==> config.mk <==
export PLATFORM = sky130hd
export DESIGN_NAME = bus_gate_arbiter
export DESIGN_NICKNAME = d
export VERILOG_FILES = /design/src/rtl/bus_arb_pkg.sv /design/src/rtl/rr_priority_pick.sv /design/src/rtl/bus_gate_arbiter.sv
export SDC_FILE = /design/constraint.sdc
export NUM_CORES = 1
export LEC_CHECK = 0
export CORE_AREA = 2 2 126 79
export CTS_CLUSTER_SIZE = 12
export DETAILED_ROUTE_END_ITERATION = 10
export DIE_AREA = 0 0 128 81
export DONT_BUFFER_PORTS = 1
export MAX_ROUTING_LAYER = met4
export PLACE_DENSITY = 0.54
export SYNTH_ARGS = -nofsm -noshare
export SYNTH_HDL_FRONTEND = slang
export SYNTH_SLANG_ARGS = --single-unit
==> constraint.sdc <==
create_clock -name Clk -period 4.4 [get_ports Clk]
set_input_delay 0.88 -clock Clk [delete_from_list [all_inputs] [get_ports Clk]]
set_output_delay 0.88 -clock Clk [all_outputs]
set_load 0.01 [all_outputs]
==> src/rtl/bus_arb_pkg.sv <==
// ============================================================================
//  Module      : bus_arb_pkg
//  Description : Shared types and constants for the five-driver bus gate
//                arbiter: arbiter state encoding, requester count, owner
//                index type and the modulo-5 pointer wrap helper.
//  Revision    : 1.0 - initial release
// ============================================================================
`default_nettype none

package bus_arb_pkg;

   // Number of bus drivers sharing the internal bus
   localparam int NUM_REQ = 5;

   // Binary owner index, wide enough for NUM_REQ drivers
   typedef logic [2:0] owner_t;

   // Arbiter states
   typedef enum logic [1:0] {
      IDLE = 2'd0,
      OWN  = 2'd1,
      GAP  = 2'd2
   } arb_state_t;

   // Returns (base + offset) mod NUM_REQ, used to walk the rotating priority
   function automatic owner_t rr_wrap(input owner_t base, input int unsigned offset);
      int unsigned w_sum;
      w_sum = {29'd0, base} + offset;
      return owner_t'(w_sum % NUM_REQ);
   endfunction

endpackage

`default_nettype wire

==> src/rtl/rr_priority_pick.sv <==
// ============================================================================
//  Module      : rr_priority_pick
//  Description : Purely combinational round-robin selector. Starting at the
//                priority pointer and walking upward mod NUM_REQ, the first
//                requester that is set and not masked wins.
//  Revision    : 1.0 - initial release
// ============================================================================
`default_nettype none

module rr_priority_pick
   import bus_arb_pkg::*;
(
   input  logic [NUM_REQ-1:0] i_req,
   input  logic [NUM_REQ-1:0] i_mask,
   input  owner_t             i_ptr,
   output logic [NUM_REQ-1:0] o_onehot,
   output owner_t             o_idx,
   output logic               o_valid
);

   logic [NUM_REQ-1:0] w_cand;
   owner_t             w_slot;

   assign w_cand = i_req & ~i_mask;

   // Scan from the lowest-priority slot to the highest so the highest-priority hit is written last
   always_comb begin
      o_onehot = '0;
      o_idx    = '0;
      o_valid  = 1'b0;
      w_slot   = '0;
      for (int k = NUM_REQ - 1; k >= 0; k--) begin
         w_slot = rr_wrap(i_ptr, k);
         if (w_cand[w_slot]) begin
            o_onehot         = '0;
            o_onehot[w_slot] = 1'b1;
            o_idx            = w_slot;
            o_valid          = 1'b1;
         end
      end
   end

endmodule

`default_nettype wire

==> src/rtl/bus_gate_arbiter.sv <==
// ============================================================================
//  Module      : bus_gate_arbiter
//  Description : Round-robin arbiter for the 16-bit internal bus. Produces a
//                registered one-hot gate select, optional dead cycles between
//                owners (GAP_CYCLES), and, when BUS_ARB_TIMEOUT_EN is defined,
//                a watchdog that revokes grants held for MAX_HOLD cycles.
//  Options     : `define BUS_ARB_TIMEOUT_EN to build the hold watchdog.
//  Revision    : 1.0 - initial release
// ============================================================================
`default_nettype none

module bus_gate_arbiter
   import bus_arb_pkg::*;
#(
   parameter int GAP_CYCLES = 1,
   parameter int MAX_HOLD   = 64
)(
   input  logic               Clk,
   input  logic               Reset_n,
   input  logic [NUM_REQ-1:0] Req,
   output logic [NUM_REQ-1:0] Gnt,
   output logic               Busy,
   output logic [2:0]         Owner,
   output logic               Timeout
);

   // Gap counter reload: counts GAP_CYCLES-1 down to 0 while in GAP
   localparam logic [1:0] c_GAP_LOAD = (GAP_CYCLES > 0) ? 2'(GAP_CYCLES - 1) : 2'd0;

   arb_state_t         r_state,  w_state_nxt;
   logic [NUM_REQ-1:0] r_gnt,    w_gnt_nxt;
   owner_t             r_owner,  w_owner_nxt;
   owner_t             r_ptr,    w_ptr_nxt;
   logic [1:0]         r_gap,    w_gap_nxt;
   logic               r_busy;
   logic               w_grant_new;
   logic               w_owner_req;
   logic               w_hold_expire;

   logic [NUM_REQ-1:0] w_pick_mask;
   logic [NUM_REQ-1:0] w_pick_onehot;
   owner_t             w_pick_idx;
   logic               w_pick_valid;

   assign w_owner_req = Req[r_owner];

   rr_priority_pick u_pick (
      .i_req    (Req),
      .i_mask   (w_pick_mask),
      .i_ptr    (r_ptr),
      .o_onehot (w_pick_onehot),
      .o_idx    (w_pick_idx),
      .o_valid  (w_pick_valid)
   );

`ifdef BUS_ARB_TIMEOUT_EN
   localparam int                HOLD_W       = $clog2(MAX_HOLD + 1);
   localparam logic [HOLD_W-1:0] c_HOLD_LIMIT = HOLD_W'(MAX_HOLD);

   logic [HOLD_W-1:0]  r_hold;
   logic [HOLD_W-1:0]  w_hold_inc;
   logic [NUM_REQ-1:0] r_mask;
   logic               r_timeout;

   // Saturating increment so the counter can never wrap back under the limit
   assign w_hold_inc    = (r_hold == {HOLD_W{1'b1}}) ? r_hold : r_hold + 1'b1;
   // Revoke only while the owner still wants the bus; a voluntary drop is a normal release
   assign w_hold_expire = (r_state == OWN) && w_owner_req && (w_hold_inc == c_HOLD_LIMIT);
   // The current owner is never re-picked, and revoked drivers stay out until they re-request
   assign w_pick_mask   = r_mask | r_gnt;
   assign Timeout       = r_timeout;

   // Hold counter, revoke mask and timeout pulse
   always_ff @(posedge Clk) begin
      if (!Reset_n) begin
         r_hold    <= '0;
         r_mask    <= '0;
         r_timeout <= 1'b0;
      end else begin
         if (w_grant_new) begin
            r_hold <= '0;
         end else if (r_state == OWN) begin
            r_hold <= w_hold_inc;
         end
         r_mask    <= (r_mask & Req) | (w_hold_expire ? r_gnt : '0);
         r_timeout <= w_hold_expire;
      end
   end
`else
   assign w_hold_expire = 1'b0;
   assign w_pick_mask   = r_gnt;
   assign Timeout       = 1'b0;
`endif

   // Next-state and next-grant decode
   always_comb begin
      w_state_nxt = r_state;
      w_gnt_nxt   = r_gnt;
      w_owner_nxt = r_owner;
      w_ptr_nxt   = r_ptr;
      w_gap_nxt   = r_gap;
      w_grant_new = 1'b0;
      case (r_state)
         IDLE: begin
            if (w_pick_valid) begin
               w_gnt_nxt   = w_pick_onehot;
               w_owner_nxt = w_pick_idx;
               w_ptr_nxt   = rr_wrap(w_pick_idx, 1);
               w_state_nxt = OWN;
               w_grant_new = 1'b1;
            end
         end
         OWN: begin
            if (!w_owner_req || w_hold_expire) begin
               w_gnt_nxt = '0;
               if (GAP_CYCLES > 0) begin
                  w_state_nxt = GAP;
                  w_gap_nxt   = c_GAP_LOAD;
               end else if (w_pick_valid) begin
                  // Zero-gap handoff: arbitrate in the release cycle
                  w_gnt_nxt   = w_pick_onehot;
                  w_owner_nxt = w_pick_idx;
                  w_ptr_nxt   = rr_wrap(w_pick_idx, 1);
                  w_grant_new = 1'b1;
               end else begin
                  w_state_nxt = IDLE;
               end
            end
         end
         GAP: begin
            w_gnt_nxt = '0;
            if (r_gap == 2'd0) begin
               w_state_nxt = IDLE;
            end else begin
               w_gap_nxt = r_gap - 2'd1;
            end
         end
         default: begin
            w_gnt_nxt   = '0;
            w_state_nxt = IDLE;
         end
      endcase
   end

   // State, grant, owner and pointer registers
   always_ff @(posedge Clk) begin
      if (!Reset_n) begin
         r_state <= IDLE;
         r_gnt   <= '0;
         r_busy  <= 1'b0;
         r_owner <= '0;
         r_ptr   <= '0;
         r_gap   <= '0;
      end else begin
         r_state <= w_state_nxt;
         r_gnt   <= w_gnt_nxt;
         r_busy  <= |w_gnt_nxt;
         r_owner <= w_owner_nxt;
         r_ptr   <= w_ptr_nxt;
         r_gap   <= w_gap_nxt;
      end
   end

   assign Gnt   = r_gnt;
   assign Busy  = r_busy;
   assign Owner = r_owner;

endmodule

`default_nettype wire
* Word level (Yosys, flattened, before mapping)
Index checks and enable logic that the tools add are counted.
** Operators by class
- Div/mod/pow operators :: 6
- Equal/unequal tests :: 6
- Bitwise logic cells :: 2
- $add $sub $neg :: 6
- Shift-type cells :: 0
- Reduce and logical (&&, ||, !) cells :: 12
- $mul :: 0
- Order comparisons :: 11
- Multiplexer cells :: 47
** Operators by type and width (count)
- 32-bit by 3-bit remainder unit with 32-bit output, second input constant :: 5
- 5-bit two-way mux :: 7
- 3-bit by 3-bit remainder unit with 32-bit output, second input constant :: 1
- 3-bit by 4-bit less-than comparator with 1-bit output, second input constant :: 6
- 1-bit binary-select mux with 3-bit select :: 6
- 1-bit two-way mux :: 16
- 1-bit demux with 3-bit select :: 5
- 3-bit by 1-bit greater-or-equal comparator with 1-bit output, second input constant :: 5
- 3-bit two-way mux :: 5
- 2-bit two-way mux :: 5
- 5-bit case mux with 2 select lines :: 1
- 3-bit by 1-bit adder with 4-bit output, second input constant :: 2
- 3-bit by 2-bit adder with 4-bit output, second input constant :: 2
- 2-bit inequality test, second input constant :: 3
- 2-bit case mux with 3 select lines :: 1
- 3-bit AND reduction :: 2
- 5-bit AND :: 1
- 1-bit logical AND :: 5
- 5-bit NOT :: 1
- 5-bit OR reduction :: 1
- 3-bit by 3-bit adder with 4-bit output, second input constant :: 1
- 2-bit logical NOT :: 2
- 2-bit case mux with 2 select lines :: 1
- 2-bit by 1-bit equality test with 1-bit output, second input constant :: 1
- other kinds (5) :: 5
** Word-level totals
- Memory bits (writable) :: 0
- Flip-flop bits (word level) :: 16
- Bits in latches :: 0
- Output and inout bits :: 10
- Logic and storage cells :: 96
- Memories :: 0
- Memory bits (read-only) :: 0
- Input bits :: 7

* Logic depth before layout (Yosys ltp)
- Depth in word-level cells :: 14
- Gate-level depth with buffers :: 25
- Gate-level depth less buffers :: 23

* Cells and area by module
Synthesis repeated with hierarchy kept, for this count alone.
** Unflattened totals
- Cells, all modules :: 433
- Area total of the unflattened synthesis :: 3084.2 um^2
** By module, submodules not included
- rr_priority_pick :: times used 1, sequential area each 0.0 um^2, area each 2110.8 um^2, cells each 318
- bus_gate_arbiter :: times used 1, sequential area each 320.3 um^2, area each 973.4 um^2, cells each 115

* Worst setup path before layout
OpenSTA, ideal clock, no wires.
- Path kind :: register -> register
- Start point :: register r_ptr[0]
- End point :: register r_ptr[0]
- Clock period less this slack :: 4.891 ns
- Data arrival time :: 4.811 ns
- Buffers on the path :: 3
- Cell stages (with the launch flop) :: 24
- Path slack :: -0.491 ns
- Setup time :: 0.080 ns
- Required time :: 4.320 ns
- Cell sequence :: dfxtp_1 -> buf_2 -> inv_1 -> buf_1 -> ha_1 -> buf_2 -> inv_1 -> ha_1 -> inv_1 -> ha_1 -> nand2b_1 -> o211ai_1 -> o21ai_0 -> a2111oi_4 -> o211ai_2 -> a21o_1 -> o221ai_1 -> nand2_1 -> inv_1 -> ha_1 -> nand2_1 -> mux2i_2 -> xnor2_1 -> a211oi_2
** Between the ends
- Longest elaborated chain between the ends :: 11
- Elaborated cells between the ends (all ways) :: 32
- Those cells by class :: add/sub: 5; div: 6; mux: 20; reduce/logical: 1
** RTL lines
- from (decl) :: line bus_gate_arbiter.sv:33 : owner_t r_ptr, w_ptr_nxt;
- from (signal assigned) :: line bus_gate_arbiter.sv:159 : r_ptr <= w_ptr_nxt;
- 3-bit by 3-bit adder with 4-bit output :: line bus_arb_pkg.sv:28 : w_sum = {29'd0, base} + offset;
- 32-bit by 3-bit remainder unit with 32-bit output :: line bus_arb_pkg.sv:29 : return owner_t'(w_sum % NUM_REQ);
- 1-bit binary-select mux with 3-bit select :: line rr_priority_pick.sv:34 : if (w_cand[w_slot]) begin
- 1-bit two-way mux (not written as such) :: line rr_priority_pick.sv:34
- 3-bit two-way mux (4 in a row) :: line rr_priority_pick.sv:34
- 3-bit two-way mux * :: line rr_priority_pick.sv:34
- named net u_pick.o_idx[0] :: line rr_priority_pick.sv:17 : output owner_t o_idx,
- 3-bit by 1-bit adder with 4-bit output *
- 32-bit by 3-bit remainder unit with 32-bit output *
Mark *: on every way through the listed nets, which the timed path passes. The rest lies on a longest branch. The select of a mux whose other input is x is not followed.
A chain may end at the register's enable or synchronous reset.

* Worst setup path in the final report
- Start point :: register r_ptr[0]
- End point :: register r_ptr[1]
Same word-level chain as after synthesis.

==> flow_summary_export.csv <==
group,metric,value,unit
routing,ant_nets,0,
routing,drt-initial-drc-count,384,
die,dieHeight,81,um
yosys,async_reset_ff_share,0,%
yosys,synth.most_common_cell,"nand2_1",
yosys,yosysWarnings,0,
timing,period_needed,4.23,ns
setup_path,max_stage_delay,0.41,ns
yosys,yosys.area.top_type_share,11.1,%
yosys,ys_seq_area_share,11.1,%
placement,dp_hpwl,8.53,mm
timing,fmax,0.236,GHz
layout,drive_gt1_share,29.2,%
timing,slew_headroom,55.9,%
yosys,syn_area_per_cell,7.04,um2
timing,fin_tns_setup,0,ns
layout,final_area,0.00376,mm2
setup_path,worstPathMaxFanout,4,
layout,utilization,40.1,%
global_route,grt_util_met1,32.3,%
cts,postCtsHoldBufs,0,
global_route,grt_pass1_vias,3019,
cts,numCtsBuffers,3,
die,pin_count,17,
die,fp-row-count,28,
setup_path,worst_ep_required_time,4.60,ns
yosys,yosys.area.top_type,"dfxtp_1",
timing,setup_viol,0,
setup_path,slowest_stage,"o311a_1",
die,core,0.00939,mm2
die,start_util,30.7,%
yosys,postSynthNetCount,440,
routing,drt_pass1_iterations,5,
routing,avgRoutedWirePerCell,18.3,um
yosys,netlist_instances,409,
global_route,grt_remaining_overflow,0,
timing,fin_skew,0.00147,ns
routing,postRouteWirelength,10.7,mm
yosys,ys_ff_latch,16,
die,fp.dieW,128,um
timing,worst_slew_pin_slew,0.661,ns
cts,cts_tree,"yes",
setup_path,crit_path_end_kind,"flip-flop",
yosys,syn-cell-area,0.00288,mm2
layout,antenna_cells,0,
yosys,ys_types,81,
cts,clk_pin_slew,0.05,ns
setup_path,worst-setup-path-type,"reg -> reg",
global_route,grt_max_degree,19,
setup_path,startpoint_type,"flip-flop",
placement,place.gp.congestion,1.03,
setup_path,arrival,4.43,ns
placement,postPlaceCellArea,0.00342,mm2
routing,drcViolationCount,0,
cts,cts.sinks,16,
status,outcome,"finished, final reports clean",
cts,clk_path_buf_depth,2,
routing,num_vias,3427,
global_route,met3_usage,5.53,%
run,maxCapViolations,0,
min_path,hp-class,"reg -> reg",
placement,numPortBuffers,0,
yosys,synth_edf_count,0,
global_route,grt.total_usage,20.7,%
timing,slew_violations,0,
routing,viasPerCell,5.85,
global_route,antenna_found_initial,0,
cts,insertion_delay,0.25,ns
yosys,synthTopCellsByCount,"44 x nand2_1, 41 x nor2_1, 35 x a21oi_1",
layout,nNetsFinal,498,
die,die-area,0.0104,mm2
layout,areaGrowthSynthToFinish,30.6,%
timing,min_period_over_period,96.2,%
timing,final_hold_viol_count,0,
cts,htree_levels,1,
global_route,use_met2,26.5,%
placement,post-place-ws,0.0123,ns
timing,fin_ws,0.166,ns
yosys,ys.flop_type,"dfxtp_1",
yosys,yosys-top-cells-area,"dfxtp_1 11%, ha_1 10%, a21oi_1 6.1%, nand2_1 5.7%, nor2_1 5.3%",
setup_path,crit_chain,"inv_1 -> buf_4 -> ha_1 -> and2_1 -> nor2_2 -> xnor2_1 -> ha_1 -> nor2b_4 -> a221oi_2 -> a21o_1 -> nand3_1 -> a211o_1 -> o311a_1 -> o221ai_2 -> nand2_1 -> inv_2 -> ha_4 -> nand2_1 -> mux2i_2 -> nand4_1 -> o311ai_1 -> buf_4",
cts,cts_root_buf,"clkbuf_16",
global_route,top_usage_layer,"met1",
global_route,grt_pass1_wl,16.5,mm
==> registers in the layout, indices dropped and copies added, names as in the netlist <==
register	count
Gnt	5
r_state	2
Owner	3
r_gap	2
r_ptr	3
Busy	1
==> placed cells by master (no fill, tap or decap), types with 4 or more instances in the layout <==
| cell type | instances |
|---|---|
| o211ai_1 | 7 |
| nor2b_1 | 8 |
| nand4_1 | 4 |
| and2_1 | 6 |
| a21oi_1 | 31 |
| xnor2_1 | 4 |
| buf_4 | 68 |
| inv_2 | 5 |
| o21ai_1 | 9 |
| dfxtp_1 | 14 |
| a22oi_1 | 5 |
| mux2i_1 | 5 |
| nand2_1 | 40 |
| nand2_2 | 4 |
| o21ai_0 | 15 |
| nor2_1 | 38 |
| nor3_1 | 9 |
| a211oi_2 | 4 |
| a21o_1 | 8 |
| nand3_1 | 15 |
| or2_2 | 5 |
| nand2b_1 | 12 |
| ha_1 | 20 |
| inv_1 | 16 |
| a21oi_2 | 6 |
==> repair_timing <==
item | 4_1_cts | 5_1_grt
pin swaps | 1 | 22
hold endpoints to repair | 0 | 0
setup endpoints to repair | 1 | 5
gates resized for setup | 0 | 42
setup buffers | 0 | 11
==> routing by layer <==
metal  share of wire, %  wire [um]
met1                 51       5490
met2                 38       4110
met3                9.9       1060
met4               0.46         49
met5                  0          0
==> worst max-delay path, delay by kind of cell (launching register included) <==
family,cells,cell delay [ns]
adder cells (fa/ha/maj),3,0.59
buffers and inverters,4,0.46
AO/OA/AOI/OAI,6,1.61
AND/OR/NAND/NOR,7,0.87
multiplexers,1,0.23
XOR/XNOR,1,0.10
flip-flops,1,0.34
==> area by class of cell <==
type	count	area [um2]
repair buffers	69	522
flip-flops and latches	16	323
multi-input cells	354	2590
inverters	23	90.1
fillers	994	5630
well taps	120	150
clock buffers	4	88.8
==> worst paths after layout <==
kind	from	to	slack (ns)	cells past startpoint
max	r_ptr[0]$_SDFFE_PN0P_	r_ptr[1]$_SDFFE_PN0P_	0.17	22
min	r_gap[1]$_SDFFE_PN0P_	r_gap[1]$_SDFFE_PN0P_	0.50	2
max reg2reg	r_ptr[0]$_SDFFE_PN0P_	r_ptr[1]$_SDFFE_PN0P_	0.17	22
min reg2reg	r_gap[1]$_SDFFE_PN0P_	r_gap[1]$_SDFFE_PN0P_	0.50	2
==> through the flow <==
| stage | cells | hold WS [ns] |
|---|---|---|
| final | 586 | 0.501 |
| after global routing | 586 | 0.547 |
| after CTS | 575 | 0.501 |
| after detailed placement | 571 | 0.488 |
| after global placement | 571 | 0.481 |
| after floorplan | 409 | 0.457 |
==> logic make-up (layout without fill, tap and decap cells) <==
| group | count (synthesis) | in the layout | synth area share, % |
|---|---|---|---|
| buf+inv | 39 | 96 | 5.52 |
| other cells | 1 | 1 | 0.130 |
| flops | 16 | 16 | 11.1 |
| compound gates | 151 | 151 | 39.0 |
| simple gates | 164 | 164 | 28.4 |
| xor+xnor | 7 | 7 | 2.39 |
| mux | 7 | 7 | 3.00 |
| fa+ha+maj | 24 | 24 | 10.4 |
Power is not shown: default switching activity piles up to over one toggle a cycle in this logic, so the estimate is an artifact.
